[src/rtl/inv_arb_pkg.sv]
// Shared defaults, index-width helper and response-register state encoding
// for the inv_arb slice.
package inv_arb_pkg;

  localparam int DEF_WIDTH = 8;
  localparam int DEF_NREQ  = 4;

  // Constant-foldable ceiling log2, used for index widths in parameter lists
  function automatic int clog2(input int v);
    int r;
    r = 0;
    while ((1 << r) < v) r++;
    return r;
  endfunction

  // Response register occupancy; FULL is exactly o_rsp_valid
  typedef enum logic {
    EMPTY = 1'b0,
    FULL  = 1'b1
  } rsp_state_t;

endpackage

[src/rtl/invN.sv]
// Parameterised bitwise inverter datapath shared by all requesters.
module invN #(
  parameter int WIDTH = 8
) (
  input  logic [WIDTH-1:0] a,
  output logic [WIDTH-1:0] y
);

  assign y = ~a;

endmodule

[src/rtl/rr_pick.sv]
// Combinational round-robin picker: first set valid bit at or above ptr,
// wrapping from NREQ-1 back to 0.
module rr_pick #(
  parameter int NREQ = 4,
  parameter int IDW  = 2
) (
  input  logic [NREQ-1:0] valid,
  input  logic [IDW-1:0]  ptr,
  output logic [NREQ-1:0] onehot,
  output logic [IDW-1:0]  idx,
  output logic            any
);

  int unsigned k;

  always_comb begin
    onehot = '0;
    idx    = '0;
    any    = 1'b0;
    k      = 0;
    for (int unsigned i = 0; i < NREQ; i++) begin
      k = (int'(ptr) + i) % NREQ;
      if (!any && valid[k]) begin
        any       = 1'b1;
        onehot[k] = 1'b1;
        idx       = IDW'(k);
      end
    end
  end

endmodule

[src/rtl/inv_arb.sv]
// Round-robin arbiter sharing one inverter among NREQ requesters, with a
// single tagged output register and pass-through drain.
module inv_arb
  import inv_arb_pkg::*;
#(
  parameter int WIDTH = DEF_WIDTH,
  parameter int NREQ  = DEF_NREQ,
  parameter int IDW   = clog2(NREQ),
  parameter int CNTW  = 16
) (
  input  logic                  i_clk,
  input  logic                  i_rst_n,
  input  logic [NREQ-1:0]       i_req_valid,
  input  logic [NREQ*WIDTH-1:0] i_req_data,
  output logic [NREQ-1:0]       o_req_ready,
  output logic                  o_rsp_valid,
  output logic [WIDTH-1:0]      o_rsp_data,
  output logic [IDW-1:0]        o_rsp_id,
  input  logic                  i_rsp_ready,
  output logic [CNTW-1:0]       o_cnt
);

  rsp_state_t       state;
  logic [IDW-1:0]   ptr;
  logic [IDW-1:0]   win_idx;
  logic [NREQ-1:0]  win_oh;
  logic             win_any;
  logic             can_accept;
  logic             req_hs;
  logic             rsp_hs;
  logic [WIDTH-1:0] win_data;
  logic [WIDTH-1:0] inv_data;

  rr_pick #(
    .NREQ (NREQ),
    .IDW  (IDW)
  ) u_pick (
    .valid  (i_req_valid),
    .ptr    (ptr),
    .onehot (win_oh),
    .idx    (win_idx),
    .any    (win_any)
  );

  assign win_data = i_req_data[int'(win_idx)*WIDTH +: WIDTH];

  invN #(
    .WIDTH (WIDTH)
  ) u_inv (
    .a (win_data),
    .y (inv_data)
  );

  assign o_rsp_valid = (state == FULL);
  // A draining response frees the register in the same cycle
  assign can_accept  = !o_rsp_valid || i_rsp_ready;
  assign o_req_ready = can_accept ? win_oh : '0;
  assign req_hs      = can_accept && win_any;
  assign rsp_hs      = o_rsp_valid && i_rsp_ready;

  always_ff @(posedge i_clk or negedge i_rst_n) begin
    if (!i_rst_n) begin
      state      <= EMPTY;
      o_rsp_data <= '0;
      o_rsp_id   <= '0;
      ptr        <= '0;
      o_cnt      <= '0;
    end else begin
      if (req_hs) begin
        state      <= FULL;
        o_rsp_data <= inv_data;
        o_rsp_id   <= win_idx;
        ptr        <= (win_idx == IDW'(NREQ - 1)) ? '0 : win_idx + 1'b1;
      end else if (rsp_hs) begin
        state <= EMPTY;
      end
      if (rsp_hs) o_cnt <= o_cnt + 1'b1;
    end
  end

endmodule
[config.mk]
export PLATFORM = sky130hd
export DESIGN_NAME = inv_arb
export DESIGN_NICKNAME = d
export VERILOG_FILES = /design/src/rtl/inv_arb_pkg.sv /design/src/rtl/invN.sv /design/src/rtl/rr_pick.sv /design/src/rtl/inv_arb.sv
export SDC_FILE = /design/constraint.sdc
export NUM_CORES = 1
export LEC_CHECK = 0
export ABC_AREA = 1
export BUFFER_PORTS_ARGS = -buffer_cell sky130_fd_sc_hd__buf_2
export CORE_ASPECT_RATIO = 1.4
export CORE_MARGIN = 8
export CORE_UTILIZATION = 54
export DETAILED_ROUTE_END_ITERATION = 8
export GPL_ROUTABILITY_DRIVEN = 0
export PLACE_DENSITY = 0.85
export SLEW_MARGIN = 25
export SYNTH_ARGS = -nofsm -noshare
export SYNTH_HDL_FRONTEND = slang
export SYNTH_SLANG_ARGS = --single-unit
[constraint.sdc]
create_clock -name i_clk -period 6.7 [get_ports i_clk]
set_clock_uncertainty 0.2 [all_clocks]
set_input_delay 0.335 -clock i_clk [delete_from_list [all_inputs] [get_ports i_clk]]
set_output_delay 0.335 -clock i_clk [all_outputs]
set_load 0.05 [all_outputs]
==> flow_metrics.py, run 1 <==
metrics = {
    "outcome": {
        "status": "complete, no violations",
    },
    "timing": {
        "rsz0062_at_grt": "false",
        "slew_headroom_pct": 57.49,
        "tightestPinTransition_ps": 637.6,
        "post-route-period-util_pct": 48.05,
        "tns_ps": 0,
        "fmax_mhz": 310.6,
        "drv_slew": 0,
        "final.setup.worst_slack_ps": 3481,
        "hold_viol": 0,
        "setup_viol": 0,
        "fin_crit_ps": 3219,
    },
    "synth": {
        "ys_top_cells_by_area": "dfrtp_1 (36%), nand2_1 (15%), nand3_1 (8.8%), ha_1 (5.0%), inv_1 (4.7%)",
        "yosysSeqAreaShare_pct": 36.27,
        "synth_top_area_cell": "dfrtp_1",
        "synth_edf_count": 0,
        "synth_seq_cells": 29,
        "netlist_area_sq_um": 2001,
        "yosysUniqueCellTypes": 31,
        "syn_inst": 258,
        "synth_nets": 305,
        "synth_ff_type": "dfrtp_1",
        "yosysWarnings": 0,
        "async_flop_share_pct": 100.0,
        "synth_top_area_share_pct": 36.27,
        "syn_area_per_cell_sq_um": 7.755,
    },
    "min_path": {
        "hp-start": "i_req_data[3]",
        "min_path_type": "input pin to register",
        "hold_end": "o_rsp_data[3]$_DFFE_PN0P_",
        "holdPathStages": 4,
    },
    "placement": {
        "dp_cells": 365,
        "pre_cts_slack_ps": 3744,
        "dp_hpwl_mm": 4.102,
        "portBuffers": 69,
    },
    "layout": {
        "multiInputGateArea_sq_um": 1117,
        "syn_to_final_growth_pct": 23.39,
        "antenna_cells": 0,
        "nFillCells": 318,
        "layout.cells.non_filler": 374,
        "postLayoutCoreUtil_pct": 68.36,
        "drive_gt1_share_pct": 31.33,
        "nNetsFinal": 378,
        "ff_latch_area_sq_um": 725.7,
    },
    "route": {
        "wl_mm": 5.326,
        "wl_per_cell_um": 14.24,
        "drc": 0,
        "drtAntennaViolNets": 0,
        "first_iter_violations": 112,
        "vias": 2027,
        "first_pass_iters": 4,
        "via_per_inst": 5.420,
    },
    "clock_network": {
        "clk_pin_slew_ps": 60,
        "cts_buffer_depth": 2,
        "ctsRootBufferMaster": "clkbuf_8",
        "htree_levels": 2,
        "cts_setup_buffers": 0,
        "cts_buffers": 5,
        "clock_sinks": 29,
        "cts_tree": "yes",
        "cts_resized": 0,
        "clkLatencyLatePin_ps": 280,
        "cts_hold_buf": 1,
    },
    "global_route": {
        "grt_start_max_net_pins": 30,
        "grt_pass1_wl_mm": 8.576,
        "antenna_found_initial": 0,
        "overflow": 0,
        "grt_pass1_vias": 1926,
        "grt.total_usage_pct": 18.23,
    },
    "floorplan": {
        "ioPinCount": 70,
        "start_util_pct": 55.41,
        "dieWidth_um": 67.45,
        "core_sq_um": 3611,
        "dieArea_sq_um": 5937,
        "die_h_um": 88.02,
        "rows": 26,
    },
    "critical_path": {
        "rr_endpoint": "ptr[0]$_DFFE_PN0P_",
        "reg2reg_slack_ps": 3700,
        "crit_chain": "inv_8, ha_1, inv_1, nand2_2, nand2_4, nor2_8, nand2_1, o21ai_0, a21oi_1, o21ai_0, nand2_1, inv_1, buf_2",
        "cpPeakStageDelay_ps": 700,
        "critical_path_class": "register to output pin",
        "arrival_ps": 2680,
        "r2r_start": "ptr[0]$_DFFE_PN0P_",
        "crit_slowest_cell": "dfrtp_1",
        "path_max_fanout": 13,
        "worstRegToRegCells": 11,
        "critPathCaptureType": "output pin",
        "required_ps": 6160,
        "cp-start-kind": "register",
    },
    "flow_run": {
        "cap_violations": 0,
    },
}
-- metal layers --
metal,wire length [um],up-vias,GRT usage [%]
li1,-,985,-
met1,1952,932,20.12
met2,2743,92,31.50
met3,485,18,4.353
met4,144,0,8.779
met5,0,-,0
-- how the worst max path moves through the flow --
stage / start / end / slack, ps / cells after the start
after floorplan: ptr[0]$_DFFE_PN0P_ / o_req_ready[2] / 4150 / 13
after global placement: ptr[0]$_DFFE_PN0P_ / o_rsp_id[0]$_DFFE_PN0P_ / 3820 / 12
after detailed placement: ptr[0]$_DFFE_PN0P_ / ptr[0]$_DFFE_PN0P_ / 3740 / 11
after CTS: ptr[0]$_DFFE_PN0P_ / o_req_ready[2] / 3510 / 13
after global routing: ptr[0]$_DFFE_PN0P_ / o_req_ready[3] / 3280 / 13
final: ptr[0]$_DFFE_PN0P_ / o_req_ready[3] / 3480 / 13
-- flip-flops by register name, summed over array words and instances (netlist names) --
name,count
o_cnt,16
o_rsp_data,8
o_rsp_id,2
o_rsp_valid,1
ptr,2
-- layout by cell type (no fill, tap or decap), drive strengths merged --
cell type,n
dfrtp,29
a21oi,3
nor2,13
o21ai,9
buf,69
o22ai,2
nor3,1
a31oi,2
nand3,40
a21boi,1
mux2,1
xor2,7
xnor2,7
nand2,91
inv,29
o221ai,1
dlygate4sd3,1
nand4,10
clkinv,1
ha,8
clkbuf,7
-- critical path: cells and delay by family, from the launching register on --
kind / cells / cell delay, ps
DFF: 1 / 700
AOI/OAI and AO/OA: 3 / 310
and+or+nand+nor: 5 / 480
adders and majority gates: 1 / 390
buffers and inverters: 4 / 520
-- cell type report --
class,instances,share of cell area [%]
Timing Repair Buffer,70,14.39
Tap cell,42,2.129
Clock buffer,7,3.903
Sequential cell,29,29.40
Inverter,29,4.714
Multi-Input combinational cell,196,45.26
Clock inverter,1,0.2027
-- synthesized netlist by cell type, types with 2 or more instances --
cell type	number
a21oi_1	3
a31oi_1	2
buf_6	3
dfrtp_1	29
ha_1	8
inv_1	25
inv_2	3
nand2_1	81
nand2_2	7
nand2_4	3
nand3_1	35
nand3_2	3
nand3_4	2
nand4_1	9
nor2_1	9
nor2_2	2
o21ai_0	6
o21ai_1	2
o22ai_1	2
xnor2_1	7
xor2_1	7
-- cell families (layout without fill, tap and decap cells) --
family                   count (synthesis)  in the layout  synth area share (%)
AO/OA/AOI/OAI                           18             18                 5.253
AND/OR/NAND/NOR                        155            155                 38.90
XOR/XNOR                                14             14                 6.129
flip-flops                              29             29                 36.27
adder cells (fa/ha/maj)                  8              8                 5.003
multiplexers                             1              1                0.5628
buffers and inverters                   33            107                 7.880
-- metrics by stage --
step / hold WS, ps / area [sq um]
after floorplan: -160.6 / 2001
after global placement: 182.3 / 2357
after detailed placement: 192.7 / 2357
after CTS: 142.3 / 2469
after global routing: 156.4 / 2469
final: 148.3 / 2469
Power of run 1 is left out: the tool's default activity adds up to more than one toggle a clock period on the data nets, which glitch-free logic cannot reach.
==> run 2, diff against run 1 <==
- CORE_UTILIZATION: 54 -> 50
- PLACE_DENSITY: 0.85 -> 0.8
- clock period: 6.7 -> 3.32 ns (I/O delays scaled with it)
==> run 2 against run 1 <==
The run now ends with negative hold slack left. Cell area is 7.1% higher. Sequential cell count stayed put. Wire length increased by 6.9%. Utilization fell by 0.28 points. Via count is 3.6% higher.
==> flow_metrics.py, run 2 (synthesis results as in run 1) <==
metrics = {
    "critical_path": {
        "critical_path_class": "register to output pin",
        "path_buf_inv": 5,
        "cp_common_cell": "inv_1",
        "required_ps": 2950,
        "cpPeakStageDelay_ps": 710,
        "crit_chain": "inv_8, ha_1, inv_1, nand3_1, nand2_1, nor2_1, inv_1, o22ai_1, a21oi_1, o21ai_0, nand2_1, inv_1, buf_2",
        "crit_slowest_cell": "dfrtp_1",
        "path_max_fanout": 13,
        "critPathCaptureType": "output pin",
        "cp-start-kind": "register",
        "crit_family": "flip-flops",
        "arrival_ps": 2720,
    },
    "timing": {
        "setup_viol": 0,
        "fin_crit_ps": 3088,
        "rsz0062_at_grt": "false",
        "tns_ps": 0,
        "post-route-period-util_pct": 93.02,
        "fmax_mhz": 323.8,
        "slew_headroom_pct": 58.58,
        "final.setup.worst_slack_ps": 231.7,
        "tightestPinTransition_ps": 621.3,
        "drv_slew": 0,
        "hold_viol": 1,
        "fin_hold_ws_ps": -13.22,
    },
    "placement": {
        "portBuffers": 69,
        "dp_hpwl_mm": 4.028,
        "dp_cells": 366,
        "pre_cts_slack_ps": 455.9,
    },
    "floorplan": {
        "die_h_um": 90.85,
        "ioPinCount": 70,
        "dieArea_sq_um": 6310,
        "start_util_pct": 51.50,
        "dieWidth_um": 69.46,
        "core_sq_um": 3885,
        "rows": 27,
    },
    "layout": {
        "top_regs": "o_cnt x16, o_rsp_data x8",
        "drive_gt1_share_pct": 29.63,
        "layout.cells.non_filler": 394,
        "antenna_cells": 0,
        "layout_commonest_cell": "nand2_1",
        "syn_to_final_growth_pct": 32.21,
        "largest_register_ffs": 16,
        "nNetsFinal": 397,
        "final_cell_mix": "nand2_1 (81), buf_2 (69), nand3_1 (35)",
        "postLayoutCoreUtil_pct": 68.08,
        "regMostFlops": "o_cnt",
    },
    "power_and_ir_drop": {
        "vdd.ir_drop.worst_mv": 0.8719,
        "cellPowerDensity_nw_per_um2": 1182,
        "p_leak_nw": 1.467,
    },
    "min_path": {
        "min_path_type": "input pin to register",
    },
    "global_route": {
        "overflow": 0,
        "grt_pass1_wl_mm": 9.508,
        "grt.total_usage_pct": 17.90,
        "grt_pass1_vias": 2183,
        "antenna_found_initial": 0,
        "grt_start_max_net_pins": 30,
    },
    "route": {
        "first_iter_violations": 121,
        "drtAntennaViolNets": 0,
        "drc": 0,
        "wl_per_cell_um": 14.45,
        "wl_mm": 5.695,
        "via_per_inst": 5.330,
        "first_pass_iters": 5,
        "vias": 2100,
    },
    "clock_network": {
        "cts_buffer_depth": 2,
        "htree_levels": 2,
        "cts_tree": "yes",
        "ctsRootBufferMaster": "clkbuf_8",
        "clock_sinks": 29,
        "clk_pin_slew_ps": 60,
        "clkLatencyLatePin_ps": 280,
        "cts_buffers": 5,
        "cts_setup_buffers": 0,
    },
    "outcome": {
        "status": "finished with violations",
        "violations": "negative hold slack",
    },
    "flow_run": {
        "cap_violations": 0,
    },
}
==> run 2: cell count changes in the layout (fill, tap and decap cells not counted), sizes merged <==
cell / delta
clkbuf: -2
dlygate4sd3: +19
clkinv: +1
clkinvlp: +1
==> run 2: final timing paths <==
| check | startpoint | endpoint | slack (ps) | depth (start not counted) |
|---|---|---|---|---|
| worst max-delay path | ptr[0]$_DFFE_PN0P_ | o_req_ready[2] | 230 | 13 |
| worst min-delay path | i_req_data[27] | o_rsp_data[3]$_DFFE_PN0P_ | -10 | 4 |
| worst max register to register | ptr[0]$_DFFE_PN0P_ | o_rsp_data[1]$_DFFE_PN0P_ | 380 | 12 |
| worst min register to register | o_cnt[15]$_DFFE_PN0P_ | o_cnt[15]$_DFFE_PN0P_ | 270 | 1 |
| max in group asynchronous | i_rst_n | o_cnt[11]$_DFFE_PN0P_ | 2260 | 2 |
| min in group asynchronous | i_rst_n | o_cnt[4]$_DFFE_PN0P_ | 240 | 2 |
==> run 2: layer usage <==
layer	share of wire, %	track usage [%]
met5	0	0
met4	4.1	11.15
met3	6.2	4.400
met2	53	32.85
met1	37	17.20
==> run 2: what timing repair did <==
item,CTS,global route
endpoints found under the hold margin,35,0
hold buffers,20,0
gates resized for setup,0,0
==> run 2: cell type report <==
cell class / count / area (sq um)
flip-flops and latches: 29 / 725.7
clock buffers: 5 / 68.82
repair buffers: 89 / 545.5
multi-input cells: 196 / 1117
well taps: 43 / 53.80
clock inverters: 3 / 17.52
inverters: 29 / 116.4
fillers: 314 / 1240
==> run 2: where the power goes <==
group	internal, mW	leakage [nW]	switching, mW	total (mW)
Clock	0.144	0.0439	0.137	0.281
Combinational	0.615	1.06	1.61	2.23
Sequential	0.484	0.364	0.133	0.617
==> run 2: worst register-to-register path, delay by kind of cell, from the launching register on <==
family                   cells  cell delay, ps
AND/OR/NAND/NOR              7             950
flip-flops                   1             710
buffers and inverters        3             480
adder cells (fa/ha/maj)      1             390
AO/OA/AOI/OAI                1              90
==> run 2: stage by stage <==
step	power (mW)	cell area [sq um]
after floorplan	2.404	2001
after global placement	2.755	2359
after detailed placement	2.794	2359
after CTS	3.099	2645
after global routing	3.358	2645
final	3.127	2645
Power figures use the tool's default switching activity.
==> run 3, diff against run 2 <==
- CAP_MARGIN: unset -> 20
- CORE_ASPECT_RATIO: 1.4 -> unset
- CORE_UTILIZATION: 50 -> 51
- PLACE_DENSITY: 0.8 -> 0.81
- SYNTH_HIERARCHICAL: unset -> 1
==> run 3 against run 2 <==
The run now ends clean. Maximum frequency rose by 3.6%. Cell area fell by 3.3%. Sequential cell count stayed put. Via count is 1.3% higher. Utilization fell by 3.7 points. Critical path type is now register to register. Sequential share of layout area up 0.94 points. Power fell by 1.2%. Largest power group unchanged. Wire length shrank 6.5%.
==> flow_metrics.py, run 3 <==
metrics = {
    "critical_path": {
        "crit_chain": "inv_2, ha_1, inv_1, nand3_1, nand2_1, nor2_1, a21oi_1, nand3_1, inv_1, o21ai_0, o22ai_1, inv_1, nand3_1, nand2_1",
        "startpoint": "ptr[0]$_DFFE_PN0P_",
        "reg2reg_slack_ps": 340,
        "cp-start-kind": "register",
        "path_max_fanout": 10,
        "arrival_ps": 2990,
        "path_buf_inv": 4,
        "worstRegToRegCells": 14,
        "r2r_start": "ptr[0]$_DFFE_PN0P_",
        "critPathCaptureType": "register",
        "critical_path_class": "register to register",
        "crit_cells": 14,
        "required_ps": 3330,
        "cpPeakStageDelay_ps": 530,
        "crit_family": "simple AND/OR/NAND/NOR gates",
        "rr_endpoint": "o_rsp_data[2]$_DFFE_PN0P_",
        "crit_slowest_cell": "dfrtp_1",
        "endpoint": "o_rsp_data[2]$_DFFE_PN0P_",
    },
    "route": {
        "wl_mm": 5.327,
        "vias": 2127,
        "drtAntennaViolNets": 0,
        "via_per_inst": 5.101,
        "drc": 0,
        "first_iter_violations": 64,
        "first_pass_iters": 4,
        "wl_per_cell_um": 12.77,
    },
    "clock_network": {
        "clkLatencyLatePin_ps": 270,
        "htree_levels": 2,
        "cts_tree": "yes",
        "clk_pin_slew_ps": 60,
        "ctsRootBufferMaster": "clkbuf_8",
        "cts_buffer_depth": 2,
        "cts_buffers": 5,
        "clock_sinks": 29,
    },
    "timing": {
        "tns_ps": 0,
        "slew_headroom_pct": 57.90,
        "post-route-period-util_pct": 89.75,
        "setup_viol": 0,
        "hold_viol": 0,
        "rsz0062_at_grt": "false",
        "drv_slew": 0,
        "fmax_mhz": 335.6,
        "fin_crit_ps": 2980,
        "tightestPinTransition_ps": 631.5,
    },
    "floorplan": {
        "core_sq_um": 3971,
        "rows": 23,
        "die_h_um": 79.80,
        "dieArea_sq_um": 6367,
        "ioPinCount": 70,
        "start_util_pct": 52.27,
        "dieWidth_um": 79.80,
    },
    "synth": {
        "synth_top_area_cell": "dfrtp_1",
        "yosysSeqAreaShare_pct": 34.96,
        "ys_top_cells_by_area": "dfrtp_1 (35%), nand2_1 (12%), nand3_1 (7.2%), inv_1 (6.7%), nor2_1 (5.8%)",
        "yosysWarnings": 6,
        "synth_nets": 341,
        "async_flop_share_pct": 100.0,
        "syn_area_per_cell_sq_um": 7.036,
        "synth_ff_type": "dfrtp_1",
        "syn_inst": 295,
        "synth_edf_count": 0,
        "netlist_area_sq_um": 2076,
        "synth_commonest_cells": "nand2_1 (69), inv_1 (37), nor2_1 (32)",
        "synth_seq_cells": 29,
        "yosysUniqueCellTypes": 29,
        "synth_top_area_share_pct": 34.96,
        "synth.most_common_cell": "nand2_1",
    },
    "global_route": {
        "grt.busiest_layer": "met2",
        "met3_usage_pct": 5.405,
        "overflow": 0,
        "grt.total_usage_pct": 17.98,
        "grt_util_met1_pct": 21.67,
        "grt_pass1_vias": 2198,
        "antenna_found_initial": 0,
        "gr-usage-met2_pct": 29.10,
        "grt_start_max_net_pins": 30,
        "grt_pass1_wl_mm": 9.487,
    },
    "layout": {
        "nFillCells": 362,
        "nNetsFinal": 413,
        "final_cell_mix": "nand2_1 (69), buf_2 (69), inv_1 (37)",
        "drive_gt1_share_pct": 27.25,
        "ff_latch_area_sq_um": 725.7,
        "syn_to_final_growth_pct": 23.21,
        "top_regs": "o_cnt x16, o_rsp_data x8",
        "largest_register_ffs": 16,
        "antenna_cells": 0,
        "multiInputGateArea_sq_um": 1155,
        "regMostFlops": "o_cnt",
    },
    "power_and_ir_drop": {
        "p_sw_share_pct": 57.87,
        "p_seq_share_pct": 19.4,
        "p_int_mw": 1.302,
        "power_switching_mw": 1.788,
        "p_total_mw": 3.089,
        "vdd.ir_drop.worst_mv": 0.6782,
        "cellPowerDensity_nw_per_um2": 1208,
        "p_leak_nw": 1.415,
        "comb_power_share_pct": 71.4,
        "pwr-share-clk_pct": 9.2,
    },
    "placement": {
        "portBuffers": 69,
        "dp_hpwl_mm": 4.220,
    },
    "flow_run": {
        "cap_violations": 0,
    },
    "outcome": {
        "status": "complete, no violations",
    },
    "min_path": {
        "min_path_type": "input pin to register",
    },
}
[run 3: cell types whose count changed in the layout (fill, tap and decap cells not counted), sizes merged, moves of 4 or more]
cell,change
nor2,+21
dlygate4sd3,-19
o21ai,+9
o22ai,+6
nand3,-8
a21oi,+4
inv,+13
nand2,-11
[run 3: logic make-up (layout without fill, tap and decap cells)]
group / count (synthesis) / in the layout / synth area share [%]
AO/OA/AOI/OAI: 38 / 38 / 10.25
XOR/XNOR: 9 / 9 / 3.797
buffers and inverters: 49 / 121 / 9.644
flip-flops: 29 / 29 / 34.96
AND/OR/NAND/NOR: 163 / 163 / 37.13
adder cells (fa/ha/maj): 7 / 7 / 4.219
[run 3: worst min-delay path by stage]
stage / startpoint / to / slack [ps] / depth (start not counted)
finish: i_rsp_ready / o_cnt[0]$_DFFE_PN0P_ / 60 / 3
global placement: i_rst_n / o_cnt[3]$_DFFE_PN0P_ / 20 / 1
floorplan: i_rst_n / o_cnt[0]$_DFFE_PN0P_ / -330 / 0
detailed placement: i_rst_n / o_cnt[5]$_DFFE_PN0P_ / 30 / 1
CTS: i_rsp_ready / o_cnt[0]$_DFFE_PN0P_ / 60 / 3
global route: i_rsp_ready / o_cnt[0]$_DFFE_PN0P_ / 70 / 3
[run 3: metal layers]
metal / vias up / part of all wire (%)
li1: 1094 / -
met1: 937 / 45
met2: 84 / 45
met3: 12 / 7.8
met4: 0 / 2.0
met5: - / 0
[run 3: power groups by stage]
stage	clock network (mW)	logic (mW)	registers, mW
2_1_floorplan	0	1.44	0.945
3_3_place_gp	0	2.16	0.601
3_5_place_dp	0	2.20	0.606
4_1_cts	0.289	2.21	0.601
5_1_grt	0.307	2.47	0.625
6_report	0.285	2.20	0.600
[run 3: cell type report]
class / instances / area share (%)
multi-input cells: 217 / 45.16
flip-flops and latches: 29 / 28.38
repair buffers: 72 / 14.48
inverters: 42 / 6.164
clock buffers: 7 / 3.376
well taps: 50 / 2.446
[run 3: per-stage QoR]
stage / setup slack, ps / hold slack (ps) / cells / instance area [sq um] / util (%)
4_1_cts: 244.9 / 61.69 / 417 / 2552 / 64.27
6_report: 340.4 / 59.45 / 417 / 2557 / 64.40
3_3_place_gp: 349.1 / 24.71 / 409 / 2456 / 61.85
2_1_floorplan: 671.5 / -329.6 / 295 / 2076 / -
5_1_grt: 35.72 / 69.34 / 417 / 2557 / 64.40
3_5_place_dp: 263.0 / 27.93 / 409 / 2456 / 61.85
[run 3: tightest hold or removal path: cells and delay by family]
family,cells,cell delay (ps)
xor+xnor,1,70
buf+inv,1,120
simple gates,1,130
[run 3: what timing repair did]
action                     CTS  global route
resized for setup            0             1
hold buffers                 1             0
setup buffers                0             0
hold endpoints to repair    29             0
setup endpoints to repair    0             8
